--- src/rtl/exe_muldiv.sv ---
// exe_muldiv: iterative multiply/divide unit with HI/LO registers for the EXE stage.
//
// Ports
//   clk        single clock, rising edge
//   rst        asynchronous reset, active low
//   start      EXE-stage instruction valid
//   op         000 NONE, 001 MULT, 010 MULTU, 011 DIV, 100 DIVU, 101 MTHI, 110 MTLO, 111 NONE
//   flush      kill the EXE instruction and any operation in progress
//   src_a      rs operand (dividend / multiplicand / MTHI-MTLO data)
//   src_b      rt operand (divisor / multiplier)
//   stall_out  combinational pipeline hold request
//   done       registered one-cycle pulse when a MUL/DIV result lands in HI/LO
//   hi, lo     HI and LO registers
//
// state | meaning
// ------+-----------------------------------------------------------
// IDLE  | waiting; accepts MUL/DIV, performs MTHI/MTLO in place
// CALC  | WIDTH iterations, one result bit per cycle on magnitudes
// FIX   | sign correction / special cases, commit to HI/LO on exit

module exe_muldiv #(
   parameter int WIDTH = 32
) (
   input  logic             clk,
   input  logic             rst,
   input  logic             start,
   input  logic [2:0]       op,
   input  logic             flush,
   input  logic [WIDTH-1:0] src_a,
   input  logic [WIDTH-1:0] src_b,
   output logic             stall_out,
   output logic             done,
   output logic [WIDTH-1:0] hi,
   output logic [WIDTH-1:0] lo
);

   localparam int CW = $clog2(WIDTH) + 1;

   localparam logic [2:0] OP_MULT  = 3'b001;
   localparam logic [2:0] OP_MULTU = 3'b010;
   localparam logic [2:0] OP_DIV   = 3'b011;
   localparam logic [2:0] OP_DIVU  = 3'b100;
   localparam logic [2:0] OP_MTHI  = 3'b101;
   localparam logic [2:0] OP_MTLO  = 3'b110;

   typedef enum logic [1:0] {
      ST_IDLE = 2'd0,
      ST_CALC = 2'd1,
      ST_FIX  = 2'd2
   } state_t;

   state_t             r_state;
   logic               r_done;
   logic [CW-1:0]      r_cnt;
   logic [2:0]         r_op;
   logic [WIDTH-1:0]   r_mag_b;
   logic [WIDTH-1:0]   r_src_a;
   logic [2*WIDTH-1:0] r_acc;
   logic               r_neg_a;
   logic               r_neg_b;
   logic [WIDTH-1:0]   r_hi;
   logic [WIDTH-1:0]   r_lo;

   logic               w_idle_go;
   logic               w_is_muldiv;
   logic               w_signed_in;
   logic               w_accept;
   logic [WIDTH-1:0]   w_mag_a;
   logic [WIDTH-1:0]   w_mag_b;
   logic               w_is_div;
   logic [WIDTH:0]     w_mul_sum;
   logic [2*WIDTH-1:0] w_mul_next;
   logic [WIDTH:0]     w_div_shift;
   logic [WIDTH:0]     w_div_trial;
   logic [2*WIDTH-1:0] w_div_next;
   logic [2*WIDTH-1:0] w_prod;
   logic [WIDTH-1:0]   w_quo;
   logic [WIDTH-1:0]   w_rem;
   logic [WIDTH-1:0]   w_res_hi;
   logic [WIDTH-1:0]   w_res_lo;

   // A finished instruction still sits in EXE during its done cycle, so start is ignored then.
   assign w_idle_go   = (r_state == ST_IDLE) && start && !flush && !r_done;
   assign w_is_muldiv = (op == OP_MULT) || (op == OP_MULTU) || (op == OP_DIV) || (op == OP_DIVU);
   assign w_signed_in = (op == OP_MULT) || (op == OP_DIV);
   assign w_accept    = w_idle_go && w_is_muldiv;

   // Two's-complement negate of the most negative value yields 2^(WIDTH-1) as an unsigned magnitude.
   assign w_mag_a = (w_signed_in && src_a[WIDTH-1]) ? (~src_a + 1'b1) : src_a;
   assign w_mag_b = (w_signed_in && src_b[WIDTH-1]) ? (~src_b + 1'b1) : src_b;

   assign w_is_div = (r_op == OP_DIV) || (r_op == OP_DIVU);

   // Multiply: acc = {partial product, remaining multiplier bits}; add then shift right.
   assign w_mul_sum  = {1'b0, r_acc[2*WIDTH-1:WIDTH]} + (r_acc[0] ? {1'b0, r_mag_b} : '0);
   assign w_mul_next = {w_mul_sum, r_acc[WIDTH-1:1]};

   // Divide: acc = {partial remainder, dividend bits shifting into quotient bits}.
   assign w_div_shift = {r_acc[2*WIDTH-1:WIDTH], r_acc[WIDTH-1]};
   assign w_div_trial = w_div_shift - {1'b0, r_mag_b};
   assign w_div_next  = w_div_trial[WIDTH]
                      ? {w_div_shift[WIDTH-1:0], r_acc[WIDTH-2:0], 1'b0}
                      : {w_div_trial[WIDTH-1:0], r_acc[WIDTH-2:0], 1'b1};

   assign w_prod = ((r_op == OP_MULT) && (r_neg_a ^ r_neg_b)) ? (~r_acc + 1'b1) : r_acc;
   assign w_quo  = ((r_op == OP_DIV) && (r_neg_a ^ r_neg_b))
                 ? (~r_acc[WIDTH-1:0] + 1'b1) : r_acc[WIDTH-1:0];
   assign w_rem  = ((r_op == OP_DIV) && r_neg_a)
                 ? (~r_acc[2*WIDTH-1:WIDTH] + 1'b1) : r_acc[2*WIDTH-1:WIDTH];

   // Signed overflow needs no special case: |MIN| / 1 gives 2^(WIDTH-1) with equal signs, remainder 0.
   always_comb begin
      w_res_hi = w_prod[2*WIDTH-1:WIDTH];
      w_res_lo = w_prod[WIDTH-1:0];
      if (w_is_div) begin
         if (r_mag_b == '0) begin
            w_res_hi = r_src_a;
            w_res_lo = '1;
         end else begin
            w_res_hi = w_rem;
            w_res_lo = w_quo;
         end
      end
   end

   always_ff @(posedge clk or negedge rst) begin
      if (!rst) begin
         r_state <= ST_IDLE;
         r_done  <= 1'b0;
         r_cnt   <= '0;
         r_op    <= '0;
         r_mag_b <= '0;
         r_src_a <= '0;
         r_acc   <= '0;
         r_neg_a <= 1'b0;
         r_neg_b <= 1'b0;
         r_hi    <= '0;
         r_lo    <= '0;
      end else begin
         r_done <= 1'b0;
         case (r_state)
            ST_IDLE: begin
               if (w_accept) begin
                  r_state <= ST_CALC;
                  r_cnt   <= '0;
                  r_op    <= op;
                  r_mag_b <= w_mag_b;
                  r_src_a <= src_a;
                  r_acc   <= {{WIDTH{1'b0}}, w_mag_a};
                  r_neg_a <= w_signed_in && src_a[WIDTH-1];
                  r_neg_b <= w_signed_in && src_b[WIDTH-1];
               end else if (w_idle_go && (op == OP_MTHI)) begin
                  r_hi <= src_a;
               end else if (w_idle_go && (op == OP_MTLO)) begin
                  r_lo <= src_a;
               end
            end
            ST_CALC: begin
               if (flush) begin
                  r_state <= ST_IDLE;
                  r_cnt   <= '0;
               end else begin
                  r_acc <= w_is_div ? w_div_next : w_mul_next;
                  if (r_cnt == CW'(WIDTH - 1)) begin
                     r_state <= ST_FIX;
                  end else begin
                     r_cnt <= r_cnt + 1'b1;
                  end
               end
            end
            ST_FIX: begin
               r_state <= ST_IDLE;
               r_cnt   <= '0;
               if (!flush) begin
                  r_hi   <= w_res_hi;
                  r_lo   <= w_res_lo;
                  r_done <= 1'b1;
               end
            end
            default: begin
               r_state <= ST_IDLE;
               r_cnt   <= '0;
            end
         endcase
      end
   end

   assign stall_out = rst && ((r_state != ST_IDLE) || w_accept);
   assign done      = r_done;
   assign hi        = r_hi;
   assign lo        = r_lo;

endmodule

--- config.mk ---
export PLATFORM = sky130hd
export DESIGN_NAME = exe_muldiv
export DESIGN_NICKNAME = d
export VERILOG_FILES = /design/src/rtl/exe_muldiv.sv
export SDC_FILE = /design/constraint.sdc
export NUM_CORES = 1
export LEC_CHECK = 0
export ABC_CLOCK_PERIOD_IN_PS = 3190
export BUFFER_PORTS_ARGS = -buffer_cell sky130_fd_sc_hd__buf_4
export CORE_MARGIN = 2
export CORE_UTILIZATION = 51
export DETAILED_ROUTE_END_ITERATION = 10
export PLACE_DENSITY = 0.76
export SKIP_LAST_GASP = 1
export SLEW_MARGIN = 20
export SYNTH_ARGS = -nofsm -noshare
export SYNTH_HDL_FRONTEND = slang
export SYNTH_SLANG_ARGS = --single-unit
--- constraint.sdc ---
create_clock -name clk -period 3.19 [get_ports clk]
set_input_delay 0.1595 -clock clk [delete_from_list [all_inputs] [get_ports clk]]
set_output_delay 0.1595 -clock clk [all_outputs]
set_load 0.02 [all_outputs]
==> run_results.csv <==
group,metric,value,unit
power,power_frac_comb,60.3,%
power,max-vdd-ir-drop,0.000575,V
worst_setup_path,ff2ff_path_depth,14,
global_route,grt_overflow,0,
synth,yosysTopAreaCellShare,30.6,%
synth,synth.distinct_cells,86,
worst_setup_path,cp_slowest_cell,"dfrtp_1",
synth,syn_inst,2189,
synth,syn_area_per_cell,7.69,µm²
sta,finalCritPeriodShare,98.8,%
worst_setup_path,cp_num_cells,14,
sta,finalSetupViolCount,0,
finish,final_nets,2621,
synth,synth_edf_count,0,
global_route,grt_usage,35.8,%
finish,nFillCells,2833,
detailed_routing,wl_per_cell,21.1,µm
finish,n_antenna_cell,0,
floorplanning,fp.coreArea,0.0325,mm²
worst_setup_path,cp_slowest_stage_delay,0.41,ns
floorplanning,io_pins,137,
placed_design,gp_congestion,1.01,
min_path,hold_path_end,"r_mag_b[3]",
flow_run,cap_violations,0,
worst_setup_path,cp_max_fo,4,
power,seqPwrFrac,23.0,%
worst_setup_path,cp-end-kind,"flip-flop",
synth,ys.warnings.count,0,
placed_design,pre_cts_ws,-0.160,ns
sta,fin_skew,0.0159,ns
placed_design,dp_hpwl,45.9,mm
min_path,hold_depth,4,
cts,cts_root_buffer,"clkbuf_16",
sta,slew-limit-headroom,34.2,%
detailed_routing,drt-pass1-iter-count,6,
synth,yosysTopAreaCell,"dfrtp_1",
min_path,holdCritPathClass,"primary input to flip-flop",
worst_setup_path,crit_top_cell,"buf_4",
floorplanning,die_h,186,µm
finish,mostFrequentLayoutCells,"buf_4, nand2_1, o21ai_0",
sta,period_needed,3.15,ns
cts,cts_made_buffers,26,
finish,syn_to_final_growth,26.2,%
worst_setup_path,critPathArrivalTime,3.55,ns
worst_setup_path,crit_type,"flip-flop to flip-flop",
cts,cts_num_sinks,206,
finish,final_common_cell,"buf_4",
worst_setup_path,worst-path-buf-inv,4,
global_route,grt_pass1_vias,17900,
cts,cts_tree,"done",
finish,drive_above_1_share,20.5,%
floorplanning,num_rows,66,
power,swShare,45.7,%
sta,tightest_slew,0.984,ns
sta,final_hold_viol_count,0,
detailed_routing,vias,18300,
sta,rsz0062_at_grt,"true",
power,internal_power,10.1,mW
detailed_routing,drt_iter0_markers,1538,
worst_setup_path,startpoint,"r_mag_b[1]",
detailed_routing,wl,62.0,mm
synth,synth_area,0.0168,mm²
outcome,status,"complete, no violations",
power,p_clk_share,16.7,%
worst_setup_path,worstReg2RegStart,"r_mag_b[1]",
worst_setup_path,crit_path_start_kind,"flip-flop",
global_route,grt_pass1_wl,96.7,mm
power,net-switching-power,8.48,mW
sta,drv_slew,0,
global_route,antenna_found_initial,0,
worst_setup_path,path_cells,"buf_4 -> fa_2 -> nor2b_2 -> o31a_1 -> o211ai_1 -> buf_4 -> a31oi_2 -> buf_4 -> a41oi_4 -> buf_6 -> xnor2_4 -> o21ai_1 -> o32ai_2 -> o221ai_1",
min_path,hold_start,"src_b[0]",
sta,fmax,317,MHz
detailed_routing,ant_nets,0,
sta,layout_setup_ws,0.0389,ns
floorplanning,die_area,0.0345,mm²
synth,yosys_most_used_dff,"dfrtp_1",
worst_setup_path,r2r_end,"r_acc[55]",
sta,finalHoldWorstSlack,0.0228,ns
worst_setup_path,rrSetupSlack,0.04,ns
synth,async_flop_share,100,%
detailed_routing,route.detailed.drc,0,
floorplanning,chipWidth,186,µm
floorplanning,initial_utilization,51.7,%
worst_setup_path,worst_path_dominant_cell_family,"compound AO/OA/AOI/OAI gates",
global_route,grt_max_degree,90,
cts,clk_pin_slew,0.07,ns
cts,cts_buffer_depth,3,
power,power.leakage,9.47,nW
detailed_routing,via_per_inst,6.22,
synth,yosysSeqAreaShare,30.6,%
cts,htree_levels,1,
cts,clk_latency,0.56,ns
power,power.density,873,mW/mm²
synth,syn_nets,2331,
synth,synthTopCellsByArea,"dfrtp_1, o21ai_0, nand2_1, a21oi_1, ha_1",
synth,synth.ff_latch_count,206,
placed_design,io_buffers,136,
worst_setup_path,critPathRequiredTime,3.58,ns
-- kinds of logic (layout without fill, tap and decap cells) --
group / count (synthesis) / after routing / synth area share, %
AO/OA/AOI/OAI: 755 / 755 / 27.2
AND/OR/NAND/NOR: 740 / 740 / 20.7
buffers and inverters: 224 / 533 / 5.34
flip-flops: 206 / 206 / 30.6
XOR/XNOR: 153 / 153 / 8.12
adder cells (fa/ha/maj): 71 / 71 / 5.37
multiplexers: 40 / 40 / 2.62
-- cell usage after synthesis (all sizes together), types with 5 or more instances --
library cell and n:
nand2 297, o21ai 263, dfrtp 206, a21oi 200, nor2 175, clkbuf 124
xnor2 86, ha 69, xor2 67, inv 64, nand3 60, nor3 47
a211oi 37, o211ai 37, buf 35, a21o 32, mux2 32, a31oi 31
o22ai 30, nor4 26, or3 26, nand2b 19, o21a 16, nand4 15
o31ai 15, and3 12, a22oi 11, nor2b 11, or4 11, and2 10
o21bai 9, mux2i 8, o221ai 8, a211o 7, a311oi 7, nand3b 7
o41ai 7, or2 7, a221oi 6, a21boi 5
-- power groups by stage --
stage          Clock, mW  Combinational [mW]  Sequential (mW)
2_1_floorplan          0                6.59             4.25
3_3_place_gp           0                10.3             4.23
3_5_place_dp           0                10.5             4.27
4_1_cts             3.11                10.8             4.23
5_1_grt             3.21                12.2             4.35
6_report            3.09                11.2             4.27
-- how the worst max path moves through the flow --
| stage | endpoint | slack, ns |
|---|---|---|
| after detailed placement | r_acc[55] | -0.16 |
| after CTS | r_acc[55] | -0.02 |
| after global placement | r_acc[62] | -0.13 |
| after floorplan | r_acc[50] | -0.007 |
| after global routing | r_acc[63] | -0.12 |
| final | r_acc[55] | 0.04 |
-- registers in the layout, summed over array words and instances, names as in the netlist --
name	cells
done	1
hi	32
lo	32
r_acc	64
r_cnt	6
r_mag_b	32
r_neg_a	1
r_neg_b	1
r_op	3
r_src_a	32
r_state	2
-- metal layers --
layer	routed length, µm	GRT usage, %	vias to the layer above
met2	29100	60.5	963
met1	24400	44.1	8639
met5	0	0	-
met3	5100	5.85	225
met4	3390	18.6	0
li1	-	-	8462
-- worst min-delay path, stage by stage --
cell	delay, ns
buf_4	0.10
o31ai_1	0.08
xor2_1	0.11
o21ai_0	0.08
-- final cells by class --
cell class / count / area, µm² / area share (%)
Clock buffer: 35 / 754 / 3.55
Clock inverter: 12 / 133 / 0.624
Inverter: 65 / 244 / 1.15
Multi-Input combinational cell: 1759 / 11000 / 51.7
Sequential cell: 206 / 5160 / 24.3
Tap cell: 442 / 553 / 2.60
Timing Repair Buffer: 421 / 3430 / 16.1
-- timing repair --
action | CTS | global route
buffers inserted | 7 | 4
setup endpoints to repair | 21 | 35
hold buffers | 62 | 0
endpoints found under the hold margin | 189 | 0
gates resized for setup | 19 | 32
pin swaps | 6 | 12
-- per-stage QoR --
step | instance area, µm² | cells | TNS [ns] | util, % | power, mW
6_report | 21200 | 2940 | 0 | 65.3 | 18.5
5_1_grt | 21200 | 2940 | -1.09 | 65.3 | 19.7
4_1_cts | 21100 | 2936 | -0.0151 | 64.9 | 18.1
3_5_place_dp | 19500 | 2820 | -1.32 | 59.9 | 14.7
3_3_place_gp | 19500 | 2820 | -0.669 | 59.9 | 14.5
2_1_floorplan | 16800 | 2189 | -0.00697 | - | 10.8
(Power assumes the default switching activity.)
